`src/rtl/mest_pro_seq_ctrl.sv`:
```
// mest_pro_seq_ctrl: fetch/execute sequencer for a small microprogram store.
// Latency: 3 cycles minimum per instruction (FETCH + EXEC + WAIT when memory and execute unit answer at once).
// Backpressure: FETCH holds o_imem_req until i_imem_valid; WAIT stalls until i_exec_done or the timeout fires.
//
// Ports:
//   clk, i_reset                      clock, synchronous active-high reset
//   i_start                           begin at PC 0 (only from IDLE or HALT)
//   o_imem_req/o_imem_addr            instruction fetch request and address (= PC)
//   i_imem_valid/i_imem_data          fetched instruction word {opcode, operand1, operand2}
//   o_op_code/o_operand1/o_operand2   latched fields for the execute unit
//   o_execute                         one-cycle execute strobe
//   i_exec_done + i_jump/i_return_pc/i_end_of_code   completion and control-flow flags
//   o_pc, o_busy, o_halted, o_error   status (error: 0 none, 1 overflow, 2 underflow, 3 timeout)
//
// Optional feature: define MEST_PRO_CALL_STACK_EN to enable the return-address
// stack (i_jump pushes PC+1, i_return_pc pops). Without it, i_jump only loads
// the PC and i_return_pc advances sequentially.

module mest_pro_seq_ctrl #(
  parameter int PC_WIDTH    = 8,
  parameter int INSTR_WIDTH = 24,
  parameter int STACK_DEPTH = 4,
  parameter int TIMEOUT     = 255
) (
  input  logic                   clk,
  input  logic                   i_reset,
  input  logic                   i_start,
  output logic                   o_imem_req,
  output logic [PC_WIDTH-1:0]    o_imem_addr,
  input  logic                   i_imem_valid,
  input  logic [INSTR_WIDTH-1:0] i_imem_data,
  output logic [7:0]             o_op_code,
  output logic [7:0]             o_operand1,
  output logic [7:0]             o_operand2,
  output logic                   o_execute,
  input  logic                   i_exec_done,
  input  logic                   i_jump,
  input  logic                   i_return_pc,
  input  logic                   i_end_of_code,
  output logic [PC_WIDTH-1:0]    o_pc,
  output logic                   o_busy,
  output logic                   o_halted,
  output logic [1:0]             o_error
);

  typedef enum logic [2:0] {
    IDLE  = 3'd0,
    FETCH = 3'd1,
    EXEC  = 3'd2,
    WAIT  = 3'd3,
    HALT  = 3'd4
  } state_t;

  localparam int CNT_W = (TIMEOUT > 1) ? $clog2(TIMEOUT + 1) : 1;
  localparam logic [CNT_W-1:0]    CNT_ONE  = 1;
  // The counter is 0 on the first WAIT cycle, so TIMEOUT-1 marks the last one.
  localparam logic [CNT_W-1:0]    CNT_LAST = CNT_W'(TIMEOUT - 1);
  localparam logic [PC_WIDTH-1:0] PC_ONE   = 1;

  localparam logic [1:0] ERR_NONE      = 2'd0;
  localparam logic [1:0] ERR_OVERFLOW  = 2'd1;
  localparam logic [1:0] ERR_UNDERFLOW = 2'd2;
  localparam logic [1:0] ERR_TIMEOUT   = 2'd3;

  state_t              state;
  logic [PC_WIDTH-1:0] pc;
  logic [PC_WIDTH-1:0] pc_inc;
  logic [CNT_W-1:0]    cnt;

  // Natural wrap from all-ones to zero.
  assign pc_inc      = pc + PC_ONE;
  assign o_pc        = pc;
  assign o_imem_addr = pc;

`ifdef MEST_PRO_CALL_STACK_EN
  localparam int SP_W  = $clog2(STACK_DEPTH + 1);
  localparam int PTR_W = (STACK_DEPTH > 1) ? $clog2(STACK_DEPTH) : 1;
  localparam logic [SP_W-1:0] SP_ONE  = 1;
  localparam logic [SP_W-1:0] SP_FULL = SP_W'(STACK_DEPTH);

  logic [PC_WIDTH-1:0] stack_mem [STACK_DEPTH];
  logic [SP_W-1:0]     sp;       // number of occupied entries
  logic [SP_W-1:0]     sp_top;   // index of the newest entry when non-empty
  logic                stack_full;
  logic                stack_empty;
  logic                push;

  assign sp_top      = sp - SP_ONE;
  assign stack_full  = (sp == SP_FULL);
  assign stack_empty = (sp == '0);
  // A push happens only for a jump that wins the flag priority and has room.
  assign push = !i_reset && (state == WAIT) && i_exec_done && !i_end_of_code &&
                !i_return_pc && i_jump && !stack_full;

  // Stack contents need no reset: an empty stack is defined purely by sp.
  always_ff @(posedge clk) begin
    if (push) begin
      stack_mem[sp[PTR_W-1:0]] <= pc_inc;
    end
  end
`endif

  always_ff @(posedge clk) begin
    if (i_reset) begin
      state      <= IDLE;
      pc         <= '0;
      cnt        <= '0;
      o_error    <= ERR_NONE;
      o_imem_req <= 1'b0;
      o_execute  <= 1'b0;
      o_busy     <= 1'b0;
      o_halted   <= 1'b0;
      o_op_code  <= '0;
      o_operand1 <= '0;
      o_operand2 <= '0;
`ifdef MEST_PRO_CALL_STACK_EN
      sp         <= '0;
`endif
    end else begin
      case (state)
        IDLE, HALT: begin
          if (i_start) begin
            state      <= FETCH;
            pc         <= '0;
            o_error    <= ERR_NONE;
            o_imem_req <= 1'b1;
            o_busy     <= 1'b1;
            o_halted   <= 1'b0;
`ifdef MEST_PRO_CALL_STACK_EN
            sp         <= '0;
`endif
          end
        end

        FETCH: begin
          if (i_imem_valid) begin
            o_op_code  <= i_imem_data[23:16];
            o_operand1 <= i_imem_data[15:8];
            o_operand2 <= i_imem_data[7:0];
            o_imem_req <= 1'b0;
            o_execute  <= 1'b1;
            state      <= EXEC;
          end
        end

        EXEC: begin
          o_execute <= 1'b0;
          cnt       <= '0;
          state     <= WAIT;
        end

        WAIT: begin
          if (i_exec_done) begin
            if (i_end_of_code) begin
              state    <= HALT;
              o_busy   <= 1'b0;
              o_halted <= 1'b1;
            end else if (i_return_pc) begin
`ifdef MEST_PRO_CALL_STACK_EN
              if (stack_empty) begin
                o_error  <= ERR_UNDERFLOW;
                state    <= HALT;
                o_busy   <= 1'b0;
                o_halted <= 1'b1;
              end else begin
                pc         <= stack_mem[sp_top[PTR_W-1:0]];
                sp         <= sp_top;
                state      <= FETCH;
                o_imem_req <= 1'b1;
              end
`else
              pc         <= pc_inc;
              state      <= FETCH;
              o_imem_req <= 1'b1;
`endif
            end else if (i_jump) begin
`ifdef MEST_PRO_CALL_STACK_EN
              if (stack_full) begin
                o_error  <= ERR_OVERFLOW;
                state    <= HALT;
                o_busy   <= 1'b0;
                o_halted <= 1'b1;
              end else begin
                pc         <= PC_WIDTH'(o_operand2);
                sp         <= sp + SP_ONE;
                state      <= FETCH;
                o_imem_req <= 1'b1;
              end
`else
              pc         <= PC_WIDTH'(o_operand2);
              state      <= FETCH;
              o_imem_req <= 1'b1;
`endif
            end else begin
              pc         <= pc_inc;
              state      <= FETCH;
              o_imem_req <= 1'b1;
            end
          end else if (cnt == CNT_LAST) begin
            o_error  <= ERR_TIMEOUT;
            state    <= HALT;
            o_busy   <= 1'b0;
            o_halted <= 1'b1;
          end else begin
            cnt <= cnt + CNT_ONE;
          end
        end

        default: begin
          state      <= IDLE;
          o_imem_req <= 1'b0;
          o_execute  <= 1'b0;
          o_busy     <= 1'b0;
          o_halted   <= 1'b0;
        end
      endcase
    end
  end

endmodule

```
`config.mk`:
```
export PLATFORM = sky130hd
export DESIGN_NAME = mest_pro_seq_ctrl
export DESIGN_NICKNAME = d
export VERILOG_FILES = /design/src/rtl/mest_pro_seq_ctrl.sv
export SDC_FILE = /design/constraint.sdc
export NUM_CORES = 1
export LEC_CHECK = 0
export ABC_AREA = 0
export CAP_MARGIN = 25
export CORE_UTILIZATION = 48
export CTS_CLUSTER_DIAMETER = 40
export CTS_CLUSTER_SIZE = 25
export DETAILED_ROUTE_END_ITERATION = 8
export PLACE_DENSITY = 0.82
export SETUP_SLACK_MARGIN = 0.15
export SLEW_MARGIN = 20
export SYNTH_ARGS = -nofsm -noshare
export SYNTH_HDL_FRONTEND = slang
export SYNTH_SLANG_ARGS = --single-unit
```
`constraint.sdc`:
```
create_clock -name clk -period 2.6 [get_ports clk]
set_input_delay 0.52 -clock clk [delete_from_list [all_inputs] [get_ports clk]]
set_output_delay 0.52 -clock clk [all_outputs]
set_load 0.1 [all_outputs]
```
* Yosys cells after proc, flatten, opt, wreduce, memory -nomap -nowiden *
Index checks and enable logic that the tools add are counted.

operators by class
  eq/ne operators = 14
  add/sub/neg operators = 2
  reduce and logical (&&, ||, !) cells = 14
  bitwise operators = 3
  multiplexer cells = 35

operators with widths
  cell                 number
  $mux 8               7
  $pmux 8 s2           2
  $add 8x1->8 const B  2
  $mux 3               5
  $ne 2x2->1 const B   7
  $mux 1               12
  $pmux 3 s4           1
  $reduce_and 4->1     3
  $eq 8x8->1 const B   1
  $eq 3x2->1 const B   2
  $mux 2               3
  $ne 3x3->1 const B   2
  $pmux 1 s3           2
  $reduce_and 3->1     2
  $reduce_and 5->1     1
  $pmux 1 s4           1
  $pmux 2 s2           1
  $reduce_and 2->1     2
  $reduce_bool 2->1    2
  $reduce_or 2->1      2
  $eq 3x1->1 const B   1
  $eq 3x3->1 const B   1
  $logic_not 3->1      1
  $not 1->1            3
  other kinds (2)      2

storage, ports and cells
  input port bits = 32
  register bits = 49
  output and inout port bits = 46

* Longest topological paths before layout *
Gate-level depths: netlist (run 1).

  word-level depth = 6
  gate-level depth with buffers = 7
  mapped depth without buffers = 6

* Least setup slack after synthesis (run 1) *
Ideal clock, no wire load.

  path kind = register -> output
  from = reg pc[0], in the netlist o_imem_addr[0]
  to = out o_pc[0]
  slack = 630 ps
  data required time = 2080 ps
  path buffers = 1
  arrival time = 1450 ps
  cell stages (with the launch flop) = 2
  cell sequence = dfxtp_1 -> buf_4

RTL lines
  element                 line  source
  from (decl)             66    logic [PC_WIDTH-1:0] pc;
  from (signal assigned)  172   pc <= pc_inc;
  from (signal assigned)  190   pc <= PC_WIDTH'(o_operand2);
  from (signal assigned)  195   pc <= pc_inc;
  to (decl)               40    output logic [PC_WIDTH-1:0] o_pc,

No word-level cell between the ends.

* Final worst setup path (run 1) *
  from = in i_start
  to = reg pc[0], in the netlist o_imem_addr[0]

on the way
  cells in the longest elaborated chain, start to end = 2

ends and longest elaborated chain
  element                            line  source
  from (decl)                        27    input logic i_start,
  $ne 2x2->1 (no source line)        -
  $reduce_and 4->1 (no source line)  -

Every way passes these cells.
A chain may end at the register's enable or synchronous reset.

==> results.md, run 1 <==
- Yosys Warn Count: 0
- Max-Cap Viols: 0
- R2R Path Start: state[1]$_SDFFE_PP0P_
- Cell area after placement: 0.002883 mm2
- # H-tree levels: 2
- Commonest cells in the netlist: nand2_1, dfxtp_1, a21oi_1, nor2_1, buf_4
- Hold depth: 2
- Status: finished clean
- Unrepaired setup endpoints after global routing: no
- Final hold vios: 0
- Total setup buffers inserted after CTS: 0
- I/O Pins: 78
- CTS resizes: 0
- Area grow syn2layout: 32.70%
- CP max stage delay: 0.52 ns
- Pre-CTS setup slack: 0.3600 ns
- Gr ovfl total: 0
- Inserted Diodes: 0
- Top-count cell post-synth: nand2_1
- Syn avg cell area: 8.065 um2
- DR vias/cell: 5.471
- Worst VDD drop: 0.0004710 V
- CP Class: in -> reg
- Final Skew: between 0.008 and 0.009 ns
- Area contributors post-synth: dfxtp_1, nand2_1, a21oi_1, buf_4, nor2_1
- Number of CTS-inserted buffers: 5
- Worst Slack Setup Final: 0.6023 ns
- Total clock sinks: 48
- CTS Buffer Depth: 2
- GR Util All Layers: 22.88%
- Slowest-stage cell, CP: clkdlybuf4s50_1
- Dpl hpwl: 3875 um
- CP Capture Type: flip-flop
- Final Cell Area: about 0.0030 mm2
- Cells after Synth: 278
- Final #Nets: 381
- Slew Limit Fails: 0
- Period minus WS final: 1.998 ns
- Net Count, Synth: 313
- Initial DRT Pass Iterations: 4
- Final ANT Viol Nets: 0
- Vias in the first global route: between 1500 and 2000
- Root buffer cell: clkbuf_8
- P per Cell Area: 585.6 mW/mm2
- R2r worst-path depth: 4
- Top achievable clock speed: approximately 500 MHz
- Crit-path cells: clkdlybuf4s50_1 > nor3b_1 > a31oi_1 > or4_1 > a31oi_1
- Worst-Skew Late Latency: 0.31 ns
- Register clock-pin slew on the reported worst setup and hold paths: 0.09 ns
- Die width: 70.35 um
- Rows: 24
- CP max FO: 7
- Mapped cell area: 0.002242 mm2
- Initial antenna violation count: 0
- Startpoint Class: input pin
- Post-synthesis register bit count: 48
- FFs w/ async S/R, synth: 0%
- Via count: 2183
- Worst Tran Pin Value: 0.5344 ns
- Post-synthesis cell type count: 49
- Avg WL per Cell: 13.71 um
- Setup slack, reg-to-reg: 0.73 ns
- Max_slew headroom: 64.33%
- R2r endpoint: cnt[5]$_SDFFE_PP0P_
- Final setup viols: 0
- Largest net degree at the start of global routing: 28
- CP required: 2.83 ns
- Worst Hold Class: reg -> reg
- Port bufs: 77
- Cells after DPL: 391
- Global-route wire length before repair: 9170 um
- Iteration-0 DRC count of the detailed router: about 250
- CP endpoint: o_imem_addr[0]$_SDFFE_PP0P_
- # DRC: 0
- GPL Wtd Cong: 0.7929
- Leakage Power: between 1 and 1.5 nW
- Seq/Total Area, Yosys: between 40% and 50%
- Final worst-path cycle share: 76.84%
- Die ar.: ~0.0049 mm2
- Post-synth top area cell: dfxtp_1
- Hold_buf cts: 0
- Yosys top cell area share: 42.86%
- CTS tree: done
- Post-Route WL: between 5000 and 6000 um
- Most Frequent Cell on Critical Path: a31oi_1
- Post-route non-filler standard cell count: 399
- Initial core utilization: about half
- Worst setup startpoint: i_start
- Setup TNS: 0 ns
- Layout cell share with drive strength beyond 1: around a fifth
- Number of synthesized flops with an enable pin: 0
- Die height: between 70 and 80 um
- Core Region: 0.004414 mm2
- Ys flop type: dfxtp_1
- Layout fillers: 360
- Worst Hold Slack: 0.4574 ns
- Arr. time, crit path: 2.23 ns
-- cell type report --
cell class,count,area [um2],share of cell area [%]
Clock inverter,3,23.77,0.7990
Inverter,4,15.01,0.5046
Clock buffer,5,68.82,2.313
Multi-Input combinational cell,204,1141,38.35
Timing Repair Buffer,83,700.7,23.55
Tap cell,52,65.06,2.187
Sequential cell,48,960.9,32.30
-- flip-flops by register name (all words and copies together), names as in the netlist --
| register | count |
|---|---|
| cnt | 8 |
| o_busy | 1 |
| o_error | 1 |
| o_execute | 1 |
| o_halted | 1 |
| o_imem_addr | 8 |
| o_imem_req | 1 |
| o_op_code | 8 |
| o_operand1 | 8 |
| o_operand2 | 8 |
| state | 3 |
-- placed cells by master, fill, tap and decap left out, types with 2 or more instances in the layout --
cell type and count:
and3_1 2, nor3_1 6, inv_1 4, o21ai_0 6, nor2b_1 5, or3_1 5, nand4_1 2, ha_1 3
clkinvlp_4 2, a22oi_1 4, nand2_1 62, or4_1 3, nand3_1 7, buf_4 52, o21ai_1 5, dfxtp_1 48
clkbuf_8 5, nor2_1 16, a21oi_1 38, o2bb2ai_1 5, o221a_1 2, nand2b_1 2, a31oi_1 3, clkdlybuf4s50_1 31
nor4_1 4
-- per-layer routing --
| layer | vias to the layer above | GRT usage, % | share of wire [%] |
|---|---|---|---|
| met5 | - | 0 | 0 |
| met4 | 0 | 8.667 | 2.0 |
| met3 | 10 | 5.916 | 5.1 |
| met2 | 56 | 36.08 | 48 |
| met1 | 1005 | 29.89 | 45 |
| li1 | 1112 | - | - |
-- critical path: cells and delay by family --
kind            cells  cell delay [ns]
buf+inv             1             0.52
simple gates        2             0.84
compound gates      2             0.35
-- stage by stage --
stage          utilization (%)  power, W
3_3_place_gp             65.31  0.001300
3_5_place_dp             65.31  0.001305
6_report                 67.40  0.001742
4_1_cts                  67.40  0.001761
5_1_grt                  67.40  0.001820
2_1_floorplan                -  0.001171
-- logic make-up after synthesis --
logic type / after synthesis / share of synthesized area (%)
simple gates: 125 / 27.68
buf+inv: 26 / 6.250
flops: 48 / 42.86
compound gates: 74 / 20.76
xor+xnor: 2 / 0.7814
fa+ha+maj: 3 / 1.674
-- worst min path at each step --
| stage | from | to | slack (ns) |
|---|---|---|---|
| 6_report | o_busy$_SDFFE_PP0P_ | o_busy$_SDFFE_PP0P_ | 0.46 |
| 3_5_place_dp | o_operand1[6]$_SDFFE_PP0P_ | o_operand1[6]$_SDFFE_PP0P_ | 0.45 |
| 3_3_place_gp | o_op_code[2]$_SDFFE_PP0P_ | o_op_code[2]$_SDFFE_PP0P_ | 0.44 |
| 2_1_floorplan | cnt[6]$_SDFFE_PP0P_ | cnt[6]$_SDFFE_PP0P_ | 0.48 |
| 4_1_cts | o_op_code[0]$_SDFFE_PP0P_ | o_op_code[0]$_SDFFE_PP0P_ | 0.46 |
| 5_1_grt | o_op_code[0]$_SDFFE_PP0P_ | o_op_code[0]$_SDFFE_PP0P_ | 0.48 |
-- power breakdown --
group          switching, W  leakage [nW]  internal (W)
Sequential        0.0000356         0.390      0.000770
Clock              0.000262        0.0404      0.000191
Combinational      0.000346         0.729      0.000139
Total              0.000643          1.16       0.00110
No activity file was read; power rests on OpenSTA's default activity.
==> run 2: changes to the inputs <==
- CORE_UTILIZATION: 48 -> 41
- PLACE_DENSITY: 0.82 -> 0.75
- clock period: 2.6 -> 1.61 ns (I/O delays scaled with it)
==> run 2 against run 1 <==
- final cell count rose by 10%
- sequential cell count stayed put
- largest power group unchanged
- global-route usage up 0.85 points
- final area grew 33%
- core utilization is 8.9 points higher
- die area up 17%
- count of clock-buffer cells in the layout stayed put
- clock power is 71% higher
- sequential power increased by 65%
- power up 80%
==> results.md, run 2 (same netlist as run 1, synthesis figures left out) <==
- Setup TNS: 0 ns (unchanged)
- Worst Hold Class: in -> reg
- Status: finished clean
- Leakage Power: 1.492 nW (+29%)
- Post-Route WL: 6720 um (+23%)
- Largest net degree at the start of global routing: 26 (-7.1%)
- Core Region: 0.005172 mm2 (+17%)
- Iteration-0 DRC count of the detailed router: 142 (-43%)
- Die height: 75.95 um (+8.0%)
- Arr. time, crit path: 1.69 ns (-0.54 ns)
- Final setup viols: 0 (unchanged)
- Initial DRT Pass Iterations: 4 (unchanged)
- Via count: 2345 (+7.4%)
- # DRC: 0 (unchanged)
- CP Capture Type: flip-flop
- Clock power share: 24.6% (-1.4 points)
- DR vias/cell: 5.342 (-2.4%)
- Total clock sinks: 48 (unchanged)
- Sw frac: 36.75% (-0.17 points)
- Post-route non-filler standard cell count: 439 (+10%)
- Final hold vios: 0 (unchanged)
- Period minus WS final: 1.501 ns
- Avg WL per Cell: 15.31 um (+12%)
- CP required: 1.80 ns (-1.03 ns)
- Final worst-path cycle share: 93.20%
- Unrepaired setup endpoints after global routing: yes
- Most common cell after layout, fill and taps aside: nand2_1
- Gr ovfl total: 0 (unchanged)
- Number of CTS-inserted buffers: 5 (unchanged)
- CP max FO: 9 (+2)
- Register clock-pin slew on the reported worst setup and hold paths: 0.09 ns (about the same)
- Worst Hold Slack: 0.3915 ns (-0.06593 ns)
- Sequential Power Share: 42.2% (-4.0 points)
- Worst path bufs/invs: 1 (unchanged)
- P per Cell Area: 796.4 mW/mm2 (+36%)
- Global-route wire length before repair: 11070 um (+21%)
- Final ANT Viol Nets: 0 (unchanged)
- Area grow syn2layout: 76.06%
- Final #Nets: 403 (+5.8%)
- I/O Pins: 78 (unchanged)
- # H-tree levels: 2 (unchanged)
- Post-layout util: 76.32% (+8.9 points)
- Rows: 26 (+8.3%)
- Sw Pwr: 0.001155 W (+80%)
- Int Pwr: 0.001988 W (+81%)
- CTS Buffer Depth: 2 (unchanged)
- Slew Limit Fails: 0 (unchanged)
- Max_slew headroom: 81.00% (+17 points)
- CTS tree: done
- CP Class: reg -> reg
- Vias in the first global route: 2357 (+19%)
- Max-Cap Viols: 0 (unchanged)
- Initial antenna violation count: 0 (unchanged)
- Die width: 75.95 um (+8.0%)
- GPL Wtd Cong: 0.8465 (+6.8%)
- Initial core utilization: 43.35% (-7.4 points)
- Final Skew: 0.007712 ns (-0.0009108 ns)
- Logic pwr share: 33.2% (+5.4 points)
- Slowest-stage cell, CP: dfxtp_4
- Worst VDD drop: 0.0005526 V (+17%)
- Cells after DPL: 425 (+8.7%)
- Worst-Skew Late Latency: 0.31 ns (about the same)
- Root buffer cell: clkbuf_8
- Port bufs: 77 (unchanged)
- Inserted Diodes: 0 (unchanged)
- Top achievable clock speed: 666.4 MHz
- Commonest non-fill, non-tap cells in the layout: nand2_1, buf_12, a21oi_1
- Startpoint Class: flip-flop
- Crit path max-delay family: compound AO/OA/AOI/OAI gates
- Worst Tran Pin Value: 0.2820 ns (-0.2524 ns)
- Layout cell share with drive strength beyond 1: 36.86% (+18 points)
- Dpl hpwl: 4740 um (+22%)
- Crit-path cells: and2b_1 > o211ai_2 > buf_4 > o31ai_1 > a21oi_2
- Die ar.: 0.005768 mm2 (+17%)
- Layout fillers: 341 (-5.3%)
- CP max stage delay: 0.45 ns (-0.07 ns)
- GR Util All Layers: 23.73% (+0.85 points)
[run 2: cell types whose count changed in the layout (fill, tap and decap cells not counted), sizes merged]
| cell | previous run | this run |
|---|---|---|
| buf | 52 | 73 |
| clkdlybuf4s50 | 31 | 26 |
| dlygate4sd2 | 0 | 3 |
| clkinvlp | 2 | 0 |
| dlymetal6s2s | 0 | 2 |
| inv | 4 | 6 |
| clkbuf | 5 | 6 |
[run 2: cell type report]
cell class	instances	area, um2	area share, %
clock buffers	5	68.82	1.743
clock inverters	3	26.28	0.6656
inverters	4	15.01	0.3803
multi-input cells	204	1289	32.65
flip-flops and latches	48	998.5	25.29
well taps	70	87.58	2.219
repair buffers	105	1463	37.05
[run 2: final timing paths]
kind	slack (ns)	endpoint	start	cells past startpoint
worst min register to register	0.49	o_operand2[1]$_SDFFE_PP0P_	o_operand2[1]$_SDFFE_PP0P_	2
worst max register to register	0.11	cnt[5]$_SDFFE_PP0P_	state[1]$_SDFFE_PP0P_	5
worst max-delay path	0.11	cnt[5]$_SDFFE_PP0P_	state[1]$_SDFFE_PP0P_	5
worst min-delay path	0.39	o_busy$_SDFFE_PP0P_	i_start	3
[run 2: repair_timing]
| action | in CTS | in global routing |
|---|---|---|
| setup buffers | 2 | 4 |
| setup endpoints to repair | 43 | 36 |
| hold buffers | 0 | 0 |
| gates resized for setup | 19 | 25 |
| pin swaps | 10 | 6 |
[run 2: per-stage QoR]
step / instance area [um2] / setup WS, ns / power, W
finish: 3948 / 0.1094 / 0.003144
global route: 3948 / 0.07804 / 0.003265
CTS: 3824 / 0.1016 / 0.003107
floorplan: 2291 / 0.07699 / 0.001899
detailed placement: 3671 / -0.3457 / 0.002326
global placement: 3671 / -0.2767 / 0.002307
[run 2: metal layers]
layer / GRT usage (%) / vias up / wire length (um)
met4: 10.58 / 0 / 136
met2: 41.82 / 86 / 3488
li1: - / 1158 / -
met1: 26.56 / 1085 / 2712
met3: 6.627 / 16 / 382
met5: 0 / - / 0
[run 2: power by group through the flow]
stage / sequential, W / clock (W) / combinational, W
2_1_floorplan: 0.00166 / 0 / 0.000244
3_3_place_gp: 0.00135 / 0 / 0.000955
3_5_place_dp: 0.00136 / 0 / 0.000970
4_1_cts: 0.00132 / 0.000792 / 0.000991
5_1_grt: 0.00134 / 0.000838 / 0.00109
6_report: 0.00133 / 0.000774 / 0.00104
[run 2: tightest hold or removal path, cell delays in order]
cell and delay, ns:
dlymetal6s2s_1 0.17, nand2_2 0.10, o22ai_1 0.07
